## src/rtl/rgb_pwm_fader.sv

```systemverilog
// rgb_pwm_fader: turns three on/off LED requests into PWM pin drives.
// Each channel ramps its duty up or down by STEP once per fade tick
// ("breathing"), capped by a global brightness. New duties are loaded
// into the comparator only at the end of a PWM period, so pulse widths
// never change mid-period.
module rgb_pwm_fader #(
    parameter int PWM_BITS = 8,
    parameter int FADE_DIV = 1024,
    parameter int STEP     = 1
) (
    input  logic                clk,
    input  logic                rst,
    input  logic                in_r,
    input  logic                in_g,
    input  logic                in_b,
    input  logic [PWM_BITS-1:0] brightness,
    output logic                pwm_r,
    output logic                pwm_g,
    output logic                pwm_b,
    output logic                fading
);

    localparam int PRE_W   = (FADE_DIV > 1) ? $clog2(FADE_DIV) : 1;
    // A step larger than the whole duty range behaves like a full-range step.
    localparam int STEP_CL = (STEP > (1 << PWM_BITS)) ? (1 << PWM_BITS) : STEP;
    localparam logic [PWM_BITS:0] STEP_W  = (PWM_BITS+1)'(STEP_CL);
    localparam logic [PRE_W-1:0]  PRE_MAX = PRE_W'(FADE_DIV - 1);

    typedef enum logic [1:0] {
        ST_OFF  = 2'd0,
        ST_UP   = 2'd1,
        ST_ON   = 2'd2,
        ST_DOWN = 2'd3
    } state_t;

    logic [PWM_BITS-1:0] pwm_cnt;
    logic [PRE_W-1:0]    prescaler;
    logic                fade_tick;
    logic                period_end;
    logic [2:0]          req;

    logic [PWM_BITS-1:0] duty_tgt  [3];
    logic [PWM_BITS-1:0] tgt_nxt   [3];
    logic [PWM_BITS-1:0] duty_act  [3];
    state_t              state     [3];
    state_t              state_nxt [3];
    logic [2:0]          pwm_nxt;
    logic                fading_nxt;

    // Duty + STEP, clamped to the ceiling; the extra bit keeps the sum from wrapping.
    function automatic logic [PWM_BITS-1:0] sat_inc(input logic [PWM_BITS-1:0] d,
                                                    input logic [PWM_BITS-1:0] ceil_v);
        logic [PWM_BITS:0] sum;
        sum = {1'b0, d} + STEP_W;
        if (sum > {1'b0, ceil_v})
            return ceil_v;
        return sum[PWM_BITS-1:0];
    endfunction

    // Duty - STEP, floored at zero without underflow.
    function automatic logic [PWM_BITS-1:0] sat_dec(input logic [PWM_BITS-1:0] d);
        logic [PWM_BITS:0] diff;
        if ({1'b0, d} < STEP_W)
            return '0;
        diff = {1'b0, d} - STEP_W;
        return diff[PWM_BITS-1:0];
    endfunction

    // Ramp state derived from the freshly updated duty, request and ceiling.
    function automatic state_t classify(input logic [PWM_BITS-1:0] d,
                                        input logic                on,
                                        input logic [PWM_BITS-1:0] ceil_v);
        if (!on && d == '0)
            return ST_OFF;
        if (on && d < ceil_v)
            return ST_UP;
        if (on && d == ceil_v)
            return ST_ON;
        return ST_DOWN;
    endfunction

    assign req        = {in_b, in_g, in_r};
    assign fade_tick  = (prescaler == PRE_MAX);
    assign period_end = &pwm_cnt;

    // Free-running PWM counter and fade-tick prescaler.
    always_ff @(posedge clk or negedge rst) begin
        if (!rst) begin
            pwm_cnt   <= '0;
            prescaler <= '0;
        end else begin
            pwm_cnt <= pwm_cnt + 1'b1;
            if (fade_tick)
                prescaler <= '0;
            else
                prescaler <= prescaler + 1'b1;
        end
    end

    // Next duty target and ramp state; both only move on a fade tick.
    always_comb begin
        for (int i = 0; i < 3; i++) begin
            tgt_nxt[i]   = duty_tgt[i];
            state_nxt[i] = state[i];
            if (fade_tick) begin
                if (req[i] && (duty_tgt[i] < brightness))
                    tgt_nxt[i] = sat_inc(duty_tgt[i], brightness);
                else if (!req[i] || (duty_tgt[i] > brightness))
                    tgt_nxt[i] = sat_dec(duty_tgt[i]);
                state_nxt[i] = classify(tgt_nxt[i], req[i], brightness);
            end
        end
    end

    // Duty target and ramp state registers.
    always_ff @(posedge clk or negedge rst) begin
        if (!rst) begin
            for (int i = 0; i < 3; i++) begin
                duty_tgt[i] <= '0;
                state[i]    <= ST_OFF;
            end
        end else begin
            for (int i = 0; i < 3; i++) begin
                duty_tgt[i] <= tgt_nxt[i];
                state[i]    <= state_nxt[i];
            end
        end
    end

    // Shadow load at the last count of a period; on a coinciding fade tick
    // this takes the pre-tick target and the new one waits a full period.
    always_ff @(posedge clk or negedge rst) begin
        if (!rst) begin
            for (int i = 0; i < 3; i++)
                duty_act[i] <= '0;
        end else if (period_end) begin
            for (int i = 0; i < 3; i++)
                duty_act[i] <= duty_tgt[i];
        end
    end

    // Compare results and the any-channel-ramping flag.
    always_comb begin
        pwm_nxt    = '0;
        fading_nxt = 1'b0;
        for (int i = 0; i < 3; i++) begin
            pwm_nxt[i] = (pwm_cnt < duty_act[i]);
            if (state[i] == ST_UP || state[i] == ST_DOWN)
                fading_nxt = 1'b1;
        end
    end

    // Registered pin drives and fading flag.
    always_ff @(posedge clk or negedge rst) begin
        if (!rst) begin
            pwm_r  <= 1'b0;
            pwm_g  <= 1'b0;
            pwm_b  <= 1'b0;
            fading <= 1'b0;
        end else begin
            pwm_r  <= pwm_nxt[0];
            pwm_g  <= pwm_nxt[1];
            pwm_b  <= pwm_nxt[2];
            fading <= fading_nxt;
        end
    end

endmodule
```

## config.mk

```make
export PLATFORM = sky130hd
export DESIGN_NAME = rgb_pwm_fader
export DESIGN_NICKNAME = d
export VERILOG_FILES = /design/src/rtl/rgb_pwm_fader.sv
export SDC_FILE = /design/constraint.sdc
export NUM_CORES = 1
export LEC_CHECK = 0
export ABC_AREA = 1
export CORE_MARGIN = 5
export CORE_UTILIZATION = 34
export DETAILED_ROUTE_END_ITERATION = 12
export PLACE_DENSITY = 0.49
export SLEW_MARGIN = 5
export SYNTH_ARGS = -nofsm -noshare
export SYNTH_HDL_FRONTEND = slang
export SYNTH_SLANG_ARGS = --single-unit
```

## constraint.sdc

```tcl
create_clock -name clk -period 7 [get_ports clk]
set_input_delay 1.4 -clock clk [delete_from_list [all_inputs] [get_ports clk]]
set_output_delay 1.4 -clock clk [all_outputs]
set_load 0.05 [all_outputs]
```

# After elaboration in Yosys (flattened, before gate mapping)
# Index checks and enable logic that the tools add are counted.
# totals
reg_bits	76
inputBits	13
out_inout_bits	4
wordCells	167
# op_classes
n_addsub	8
n_lt_le_gt_ge	18
n_eq_ne	10
muxes	91
reduce_logical	25
# op_table
op	count
$mux 8	21
$lt 8x8->1	9
$mux 1	51
$mux 2	18
$add 8x1->9 const B	3
$gt 9x8->1	3
$eq 8x8->1	3
$gt 8x8->1	3
$logic_not 8->1	3
$lt 8x1->1 const B	3
$sub 8x1->8 const B	3
$logic_and 1x1->1	12
$add 10x1->10 const B	1
$eq 10x10->1 const B	1
$mux 10	1
$add 8x1->8 const B	1
$reduce_and 8->1	1
$eq 2x1->1 const B	3
$eq 2x2->1 const B	3
$logic_or 1x1->1	6
$logic_not 1->1	3

# Logic depth before layout (Yosys ltp)
# Gate-level depths: netlist of the first run.
# logic_depth
ltp_word	21
mapped_depth	26
ltp_nobuf	25

# Least setup slack after synthesis of the first run
# OpenSTA, ideal clock, no wires.
# synth_timing
path_kind	input -> register
startpoint	input brightness[7]
endpoint	register state[4] in the netlist's numbering
setup_time_ns	0.117
arrival_ns	3.536
t_required_ns	6.883
path_slack_ns	3.346
path_stages	21
n_path_buf	1
cell_sequence	inv_1 -> ha_1 -> nand2_1 -> inv_1 -> nand2_1 -> nand3_1 -> nor2_1 -> nand2_1 -> buf_2 -> nand3_1 -> nand2_1 -> nand3_1 -> nand2_1 -> ha_1 -> nand2_1 -> o21ai_0 -> nand4_1 -> o2111ai_1 -> nand3_1 -> nand3_1 -> nand2_1
# synth_between
elab_chain_cells	16
elab_cells_between_ends	33
classes_between	order compare: 4; eq/ne: 1; mux: 22; reduce/logical: 6
# synth_lines
item	line	source
from (decl)	16	input logic [PWM_BITS-1:0] brightness,
branches (longest 15 deep; another with $gt 9x8->1)	-	
$mux 2 (*)	75	if (on && d < ceil_v)
to (signal, indexed assignment)	125	state[i] <= state_nxt[i];
to (decl)	45	state_t state [3];
# Every way passes the cells marked *. The select of a mux whose other input is x is not followed.
# A chain may end at the register's enable or synchronous reset.

# Worst setup path in the final report of the first run
# layout_timing
startpoint	input brightness[1]
endpoint	register state[0] in the netlist's numbering
# Same word-level chain as after synthesis.

==> results of run 1 <==
layout make-up:
type                       count  area, sq um
fill                        2190        12500
multi-input combinational    746         4460
clock buffer                   9          225
tap                          270          338
inverter                     149          559
sequential                    73         1830
clock inverter                 7          126
timing repair buffer          18          173
per-stage QoR:
step,hold WS [ns],cells,worst slack (ns)
finish,0.480,1272,2.31
global route,0.506,1272,1.82
CTS,0.485,1272,2.33
detailed placement,0.467,1256,1.98
global placement,0.464,1256,1.98
floorplan,0.429,993,3.35
Yosys cell counts (all sizes together):
cell     count
nor2        80
a31oi        1
nand3       98
inv        148
a21boi       3
o211ai      11
o221ai       1
dfrtp       73
o2111ai      4
a21oi       45
xor2        24
and3         2
o21bai       5
nor3b        2
clkinv       1
or2          1
nand4       13
clkbuf       6
buf         19
nand3b       2
o21ai       71
nor3        13
xnor2        2
ha         101
nand2      267
layer usage:
metal,vias to the layer above,wire (microns)
li1,3254,-
met5,-,0
met2,126,9150
met1,2845,9610
met4,0,395
met3,28,703
worst min path at each step:
stage / end / cells after the start / slack (ns)
floorplan: fading$_DFF_PN0_ / 2 / 0.43
global placement: duty_act[8]$_DFFE_PN0P_ / 2 / 0.46
detailed placement: state[2]$_DFFE_PN0N_ / 2 / 0.47
CTS: duty_act[8]$_DFFE_PN0P_ / 2 / 0.48
global route: duty_act[18]$_DFFE_PN0P_ / 2 / 0.51
finish: duty_act[8]$_DFFE_PN0P_ / 2 / 0.48
critical path: cells and delay by family:
family,cells,cell delay (ns)
AND/OR/NAND/NOR,12,1.29
adder cells (fa/ha/maj),2,0.69
AO/OA/AOI/OAI,4,0.59
buffers and inverters,4,0.93
cells by family (layout without fill, tap and decap cells):
family | count (synthesis) | after routing
simple gates | 478 | 478
flops | 73 | 73
compound gates | 141 | 141
xor+xnor | 26 | 26
fa+ha+maj | 101 | 101
buf+inv | 174 | 183
sequential cells by signal, indices dropped and copies added (netlist names), 3 cells and up:
register	count
pwm_cnt	8
duty_act	24
prescaler	10
duty_tgt	24
state	3
cells in the final DEF (no fill, tap or decap), types with 5 or more instances in the layout:
master and instances:
sky130_fd_sc_hd__a21oi_1 45, sky130_fd_sc_hd__clkbuf_16 9, sky130_fd_sc_hd__clkdlybuf4s50_1 15, sky130_fd_sc_hd__dfrtp_1 73, sky130_fd_sc_hd__ha_1 101, sky130_fd_sc_hd__inv_1 131, sky130_fd_sc_hd__inv_2 17, sky130_fd_sc_hd__nand2_1 254
sky130_fd_sc_hd__nand2_2 9, sky130_fd_sc_hd__nand3_1 93, sky130_fd_sc_hd__nand3_2 5, sky130_fd_sc_hd__nand4_1 10, sky130_fd_sc_hd__nor2_1 74, sky130_fd_sc_hd__nor2_2 5, sky130_fd_sc_hd__nor3_1 9, sky130_fd_sc_hd__o211ai_1 9
sky130_fd_sc_hd__o21ai_0 46, sky130_fd_sc_hd__o21ai_1 23, sky130_fd_sc_hd__o21bai_1 5, sky130_fd_sc_hd__xor2_1 24
power by group:
| group | switching (mW) | internal, mW | total [mW] |
|---|---|---|---|
| Combinational | 0.0790 | 0.0397 | 0.119 |
| Clock | 0.203 | 0.353 | 0.556 |
| Sequential | 0 | 0.422 | 0.422 |
==> impl_summary.txt, run 1 <==
----------------------------------------------------
[Status]
  Status ... complete, no violations

[Logic synthesis]
  Adder-cell share of the synthesized area ... 0.181
  Netlist area before placement ... 6980 sq um
  Sequential element share of the synthesized area ... 0.262
  Avg Cell Area, Syn ... 7.03 sq um
  Combinational family with the most area after synthesis ... simple AND/OR/NAND/NOR gates
  Synthesized netlist net count ... 1107
  Synth top area cells ... sky130_fd_sc_hd__dfrtp_1 26%, sky130_fd_sc_hd__ha_1 18%, sky130_fd_sc_hd__nand2_1 14%, sky130_fd_sc_hd__inv_1 7.0%, sky130_fd_sc_hd__nand3_1 6.7%
  Cell accounting for the most synthesized area ... sky130_fd_sc_hd__dfrtp_1
  Warnings, synthesis ... 0
  Post-synthesis register bit count ... 73
  Share of the synthesized area in the top cell type ... 0.262
  Share of the synthesized area in compound gates (AO/OA/AOI/OAI) ... 0.116
  Synth Area in XOR/XNOR ... 0.0326
  Multiplexer fraction of the synthesized cell area ... 0
  Synth Area in Simple Gates ... 0.309
  Cells after Synth ... 993
  Count of distinct cell types in the synthesized netlist ... 41

[Timing]
  Final Hold Vio Count ... 0
  Max-slew headroom at the worst pin ... 0.375
  Final TNS setup ... 0 ns
  Max-slew violation count ... 0
  Final cycle utilization of the critical path ... 0.670
  Final worst clock skew ... 0.00838 ns
  Total of endpoints with negative setup slack in the final report ... 0
  Min Clock Period, post-route ... 4.69 ns
  Max Clk Rate ... 0.213 GHz
  Tightest Pin Transition ... 0.930 ns
  RSZ-0062 raised after global routing ... no

[Global routing]
  Antenna violations before repair ... 1
  Global routing usage on met3 ... 0.0226
  Global Route met2 Usage ... 0.279
  Via count of the first global-routing pass ... 5945
  Total overflow reported by the global router ... 0
  Met1 Usage GRT ... 0.240
  Largest net degree at the start of global routing ... 53
  Wire length of the first global-routing pass ... 32500 microns
  Global router's overall resource usage ... 0.173
  Most Used Layer, Global Route ... met2

[Critical path]
  Critical path, cell by cell ... clkdlybuf4s50_1 -> inv_1 -> ha_1 -> inv_1 -> o21bai_1 -> nand2_1 -> nand2_1 -> nand2_1 -> nand2_1 -> nand2_1 -> o21ai_0 -> nand2_1 -> nand2_1 -> inv_1 -> ha_1 -> nand2_1 -> o21ai_0 -> nand2_1 -> o2111ai_1 -> nand3_1 -> nand3_1 -> nand2_1
  Critical path origin ... brightness[1]
  Worst Reg2Reg Path Length in Cells ... 21
  Worst R2R Start ... duty_tgt[17]$_DFFE_PN0N_
  Biggest fanout along the worst timing path ... 12
  Required @ worst endpoint ... 7.24 ns
  Data arrival time of the critical path ... 4.93 ns
  Reg-to-Reg End ... state[4]$_DFFE_PN0N_
  Type of origin of the critical path ... primary input
  Start-to-end type of the worst setup path ... primary input to flop
  Slack of the worst reg-to-reg path ... 3.21 ns
  Highest cell delay on the worst timing path ... 0.56 ns
  End of the critical path ... state[0]$_DFFE_PN0N_
  Category of the worst setup path capture point ... flop
  Standard cell with the maximum stage delay on the critical path ... sky130_fd_sc_hd__clkdlybuf4s50_1
  Crit-path most repeated cell ... sky130_fd_sc_hd__nand2_1

[Drt]
  Average detailed-routed wire length per instance ... 15.6 microns
  Post-detailed-route via-to-cell ratio ... 4.92
  First-pass DRT Iterations ... 5
  Post-route DRC violation count ... 0
  Sum of routed wire length over all layers ... 19900 microns
  Number of nets with antenna violations after detailed routing ... 0
  Count of vias placed by the detailed router ... 6253
  DRT iter0 DRCs ... 466

[Clocking]
  Number of buffers inserted by hold repair at cts ... 0
  Number of buffers on the longest clock path ... 2
  Skew-Pair Late Insertion Delay ... 0.35 ns
  Cts repair resizes ... 0
  Post-CTS Repair Setup Buffers ... 0
  Number of H-tree levels ... 3
  Clock Sinks ... 73
  TritonCTS clock tree ... built
  Master cell of the clock root buffer ... sky130_fd_sc_hd__clkbuf_16
  Total clock buffers created by CTS ... 9
  Post-CTS clock slew at the launch and capture registers of the worst setup and hold paths ... 0.07 ns

[Floorplan]
  Top-Level Pins ... 17
  Number of core rows ... 52
  Die span in x ... 153 microns
  Core Area ... 20200 sq um
  Die outline height ... 153 microns
  Initial standard-cell utilization of the core ... 0.345
  Die footprint ... 23500 sq um

[Hold path]
  Tightest Hold Check Type ... flop to flop
  Worst hold path startpoint ... duty_act[8]$_DFFE_PN0P_

[Run]
  Reported max-cap violation count ... 0

[Cells and area]
  Layout Cell Area excl Fill ... 7710 sq um
  Ant diodes ... 0
  Final net count ... 1111
  Area growth syn-to-layout ... 10.5%
  Share of the core filled with cells in the final layout ... 0.381
  Layout cell share with drive strength beyond 1 ... 0.0729

[Power]
  Worst VDD drop ... 0.000145 V
  Leak pwr ... 4.01 nW
  Power per standard cell area ... 142 nW/um^2
  Overall power after layout ... 1.10 mW

[Placed design]
  Quantity of I/O buffers inserted on ports ... 16
  Cell area after placement ... 7360 sq um
  Sum of net half-perimeters after detailed placement ... 15300 microns
  Placer congestion estimate ... 0.898

----------------------------------------------------
(Power assumes the default switching activity.)
==> run 2, diff against run 1 <==
==> constraint.sdc (replaced) <==
create_clock -name clk -period 4.4 [get_ports clk]
set_input_delay 0.88 -clock clk [delete_from_list [all_inputs] [get_ports clk]]
set_output_delay 0.88 -clock clk [all_outputs]
set_load 0.05 [all_outputs]
==> run 2 against run 1 <==
Combinational power up 91%. Clock power up 36%. Final area up 4.9%. Utilization up 1.9 points. Total power up 51%. First-iteration DRC count up 5.2%. Wire length up 2.8%. Critical path type unchanged. Critical endpoint is now state[4]$_DFFE_PN0N_.
==> impl_summary.txt, run 2 (synthesis results as in run 1) <==
----------------------------------------------------
[Status]
  Status ... complete, no violations

[Floorplan]
  Die footprint ... 23500 sq um
  Number of core rows ... 52
  Die outline height ... 153 microns
  Initial standard-cell utilization of the core ... 0.345
  Core Area ... 20200 sq um
  Top-Level Pins ... 17
  Die span in x ... 153 microns

[Hold path]
  Tightest Hold Check Type ... flop to flop
  Hold-critical path depth ... 2
  Hold EP ... duty_act[0]$_DFFE_PN0P_
  Worst hold path startpoint ... duty_act[0]$_DFFE_PN0P_

[Clocking]
  Cts repair resizes ... 0
  Number of buffers inserted by hold repair at cts ... 0
  Number of H-tree levels ... 3
  Total clock buffers created by CTS ... 9
  Post-CTS clock slew at the launch and capture registers of the worst setup and hold paths ... 0.06 ns
  Master cell of the clock root buffer ... sky130_fd_sc_hd__clkbuf_16
  Number of buffers on the longest clock path ... 2
  Clock Sinks ... 73
  Skew-Pair Late Insertion Delay ... 0.35 ns
  TritonCTS clock tree ... built
  Post-CTS Repair Setup Buffers ... 0

[Timing]
  Tightest Pin Transition ... 0.877 ns
  Final worst clock skew ... 0.00827 ns
  Max-slew headroom at the worst pin ... 0.411
  Max Clk Rate ... 0.255 GHz
  Final cycle utilization of the critical path ... 0.890
  Min Clock Period, post-route ... 3.92 ns
  Final TNS setup ... 0 ns
  Max-slew violation count ... 0
  Total of endpoints with negative setup slack in the final report ... 0
  Final Hold Vio Count ... 0
  RSZ-0062 raised after global routing ... no

[Critical path]
  Biggest fanout along the worst timing path ... 10
  Reg-to-Reg End ... state[4]$_DFFE_PN0N_
  Data arrival time of the critical path ... 4.15 ns
  Worst Reg2Reg Path Length in Cells ... 21
  Category of the worst setup path capture point ... flop
  Worst R2R Start ... duty_tgt[17]$_DFFE_PN0N_
  Start-to-end type of the worst setup path ... primary input to flop
  Required @ worst endpoint ... 4.63 ns
  Type of origin of the critical path ... primary input
  Slack of the worst reg-to-reg path ... 0.71 ns
  Critical path origin ... brightness[7]

[Power]
  Net Sw Power ... 448 uW
  Internal power consumption ... 1.20 mW
  Proportion of power drawn by combinational gates ... 0.137
  Portion of total power attributed to sequential cells ... 0.406
  Leak pwr ... 4.26 nW
  Clk network pwr share ... 0.457
  Power per standard cell area ... 204 nW/um^2
  Worst VDD drop ... 0.000164 V
  Fraction of power spent switching nets ... 0.271

[Cells and area]
  Leading cell type in the layout, fill and taps excluded ... sky130_fd_sc_hd__nand2_1
  Largest registers ... duty_act: 24 flops, duty_tgt: 24 flops, prescaler: 10 flops
  Non-filler cells, final ... 1328
  Filler Cell Count ... 2146
  Layout cell share with drive strength beyond 1 ... 0.121
  Area growth syn-to-layout ... 15.9%
  Top library cells by usage in the layout, fill and taps aside ... 254 x sky130_fd_sc_hd__nand2_1, 131 x sky130_fd_sc_hd__inv_1, 101 x sky130_fd_sc_hd__ha_1, 93 x sky130_fd_sc_hd__nand3_1, 74 x sky130_fd_sc_hd__nor2_1
  Ant diodes ... 0
  Final net count ... 1167
  Share of the core filled with cells in the final layout ... 0.400

[Drt]
  DRT iter0 DRCs ... 490
  Number of nets with antenna violations after detailed routing ... 0
  Average detailed-routed wire length per instance ... 15.4 microns
  Post-route DRC violation count ... 0
  Post-detailed-route via-to-cell ratio ... 4.85
  First-pass DRT Iterations ... 7
  Count of vias placed by the detailed router ... 6437
  Sum of routed wire length over all layers ... 20400 microns

[Global routing]
  Wire length of the first global-routing pass ... 33800 microns
  Met1 Usage GRT ... 0.260
  Antenna violations before repair ... 0
  Via count of the first global-routing pass ... 6185
  Largest net degree at the start of global routing ... 52
  Global router's overall resource usage ... 0.179
  Global Route met2 Usage ... 0.278
  Most Used Layer, Global Route ... met2
  Total overflow reported by the global router ... 0
  Global routing usage on met3 ... 0.0243

[Placed design]
  Sum of net half-perimeters after detailed placement ... 16100 microns
  Quantity of I/O buffers inserted on ports ... 16
  Placer congestion estimate ... 0.865
  Placed cell count ... 1312

[Run]
  Reported max-cap violation count ... 0

----------------------------------------------------
-- run 2: layout make-up --
cell class	instances	area, sq um	area share
multi-input combinational	746	4460	0.552
sequential	73	1830	0.226
tap	270	338	0.0418
clock buffer	10	229	0.0283
inverter	149	559	0.0692
timing repair buffer	74	606	0.0749
clock inverter	6	67.6	0.00836
-- run 2: how the worst max path moves through the flow --
stage                                       to  cells past startpoint
after floorplan           state[4]$_DFFE_PN0N_                     21
final                     state[4]$_DFFE_PN0N_                     20
after global routing      state[4]$_DFFE_PN0N_                     20
after detailed placement  state[4]$_DFFE_PN0N_                     20
after CTS                 state[4]$_DFFE_PN0N_                     20
after global placement    state[4]$_DFFE_PN0N_                     20
-- run 2: power groups by stage --
| stage | clock [mW] | sequential (mW) | combinational (mW) |
|---|---|---|---|
| after floorplan | 0 | 0.684 | 0.119 |
| after global placement | 0 | 0.684 | 0.230 |
| after detailed placement | 0 | 0.684 | 0.228 |
| after CTS | 0.782 | 0.671 | 0.229 |
| after global routing | 0.810 | 0.671 | 0.262 |
| final | 0.755 | 0.671 | 0.227 |
-- run 2: metal layers --
metal | share of wire | wire length (microns)
met5 | 0 | 0
met4 | 0.018 | 359
met3 | 0.025 | 517
met2 | 0.44 | 9010
met1 | 0.52 | 10500
-- run 2: worst max-delay path, stage by stage --
cell and delay [ns]:
sky130_fd_sc_hd__clkdlybuf4s50_1 0.62, sky130_fd_sc_hd__inv_1 0.23, sky130_fd_sc_hd__ha_1 0.35, sky130_fd_sc_hd__nand2_1 0.07, sky130_fd_sc_hd__nor2_1 0.19, sky130_fd_sc_hd__nand4_2 0.27
sky130_fd_sc_hd__nand2_1 0.20, sky130_fd_sc_hd__nor2_1 0.06, sky130_fd_sc_hd__nand2_1 0.06, sky130_fd_sc_hd__o211ai_1 0.11, sky130_fd_sc_hd__nand2_1 0.14, sky130_fd_sc_hd__inv_1 0.07
sky130_fd_sc_hd__ha_1 0.29, sky130_fd_sc_hd__nand2_1 0.07, sky130_fd_sc_hd__inv_1 0.07, sky130_fd_sc_hd__nand4_1 0.10, sky130_fd_sc_hd__o2111ai_1 0.11, sky130_fd_sc_hd__nand3_1 0.12
sky130_fd_sc_hd__nand3_1 0.10, sky130_fd_sc_hd__nand2_1 0.05
-- run 2: metrics by stage --
step / setup WS [ns] / hold WS (ns) / power (mW) / area, sq um
3_3_place_gp: 0.184 / 0.466 / 0.914 / 7790
3_5_place_dp: 0.141 / 0.467 / 0.912 / 7790
2_1_floorplan: 1.27 / 0.429 / 0.802 / 6980
4_1_cts: 0.497 / 0.482 / 1.68 / 8090
6_report: 0.482 / 0.478 / 1.65 / 8090
5_1_grt: 0.124 / 0.506 / 1.74 / 8090
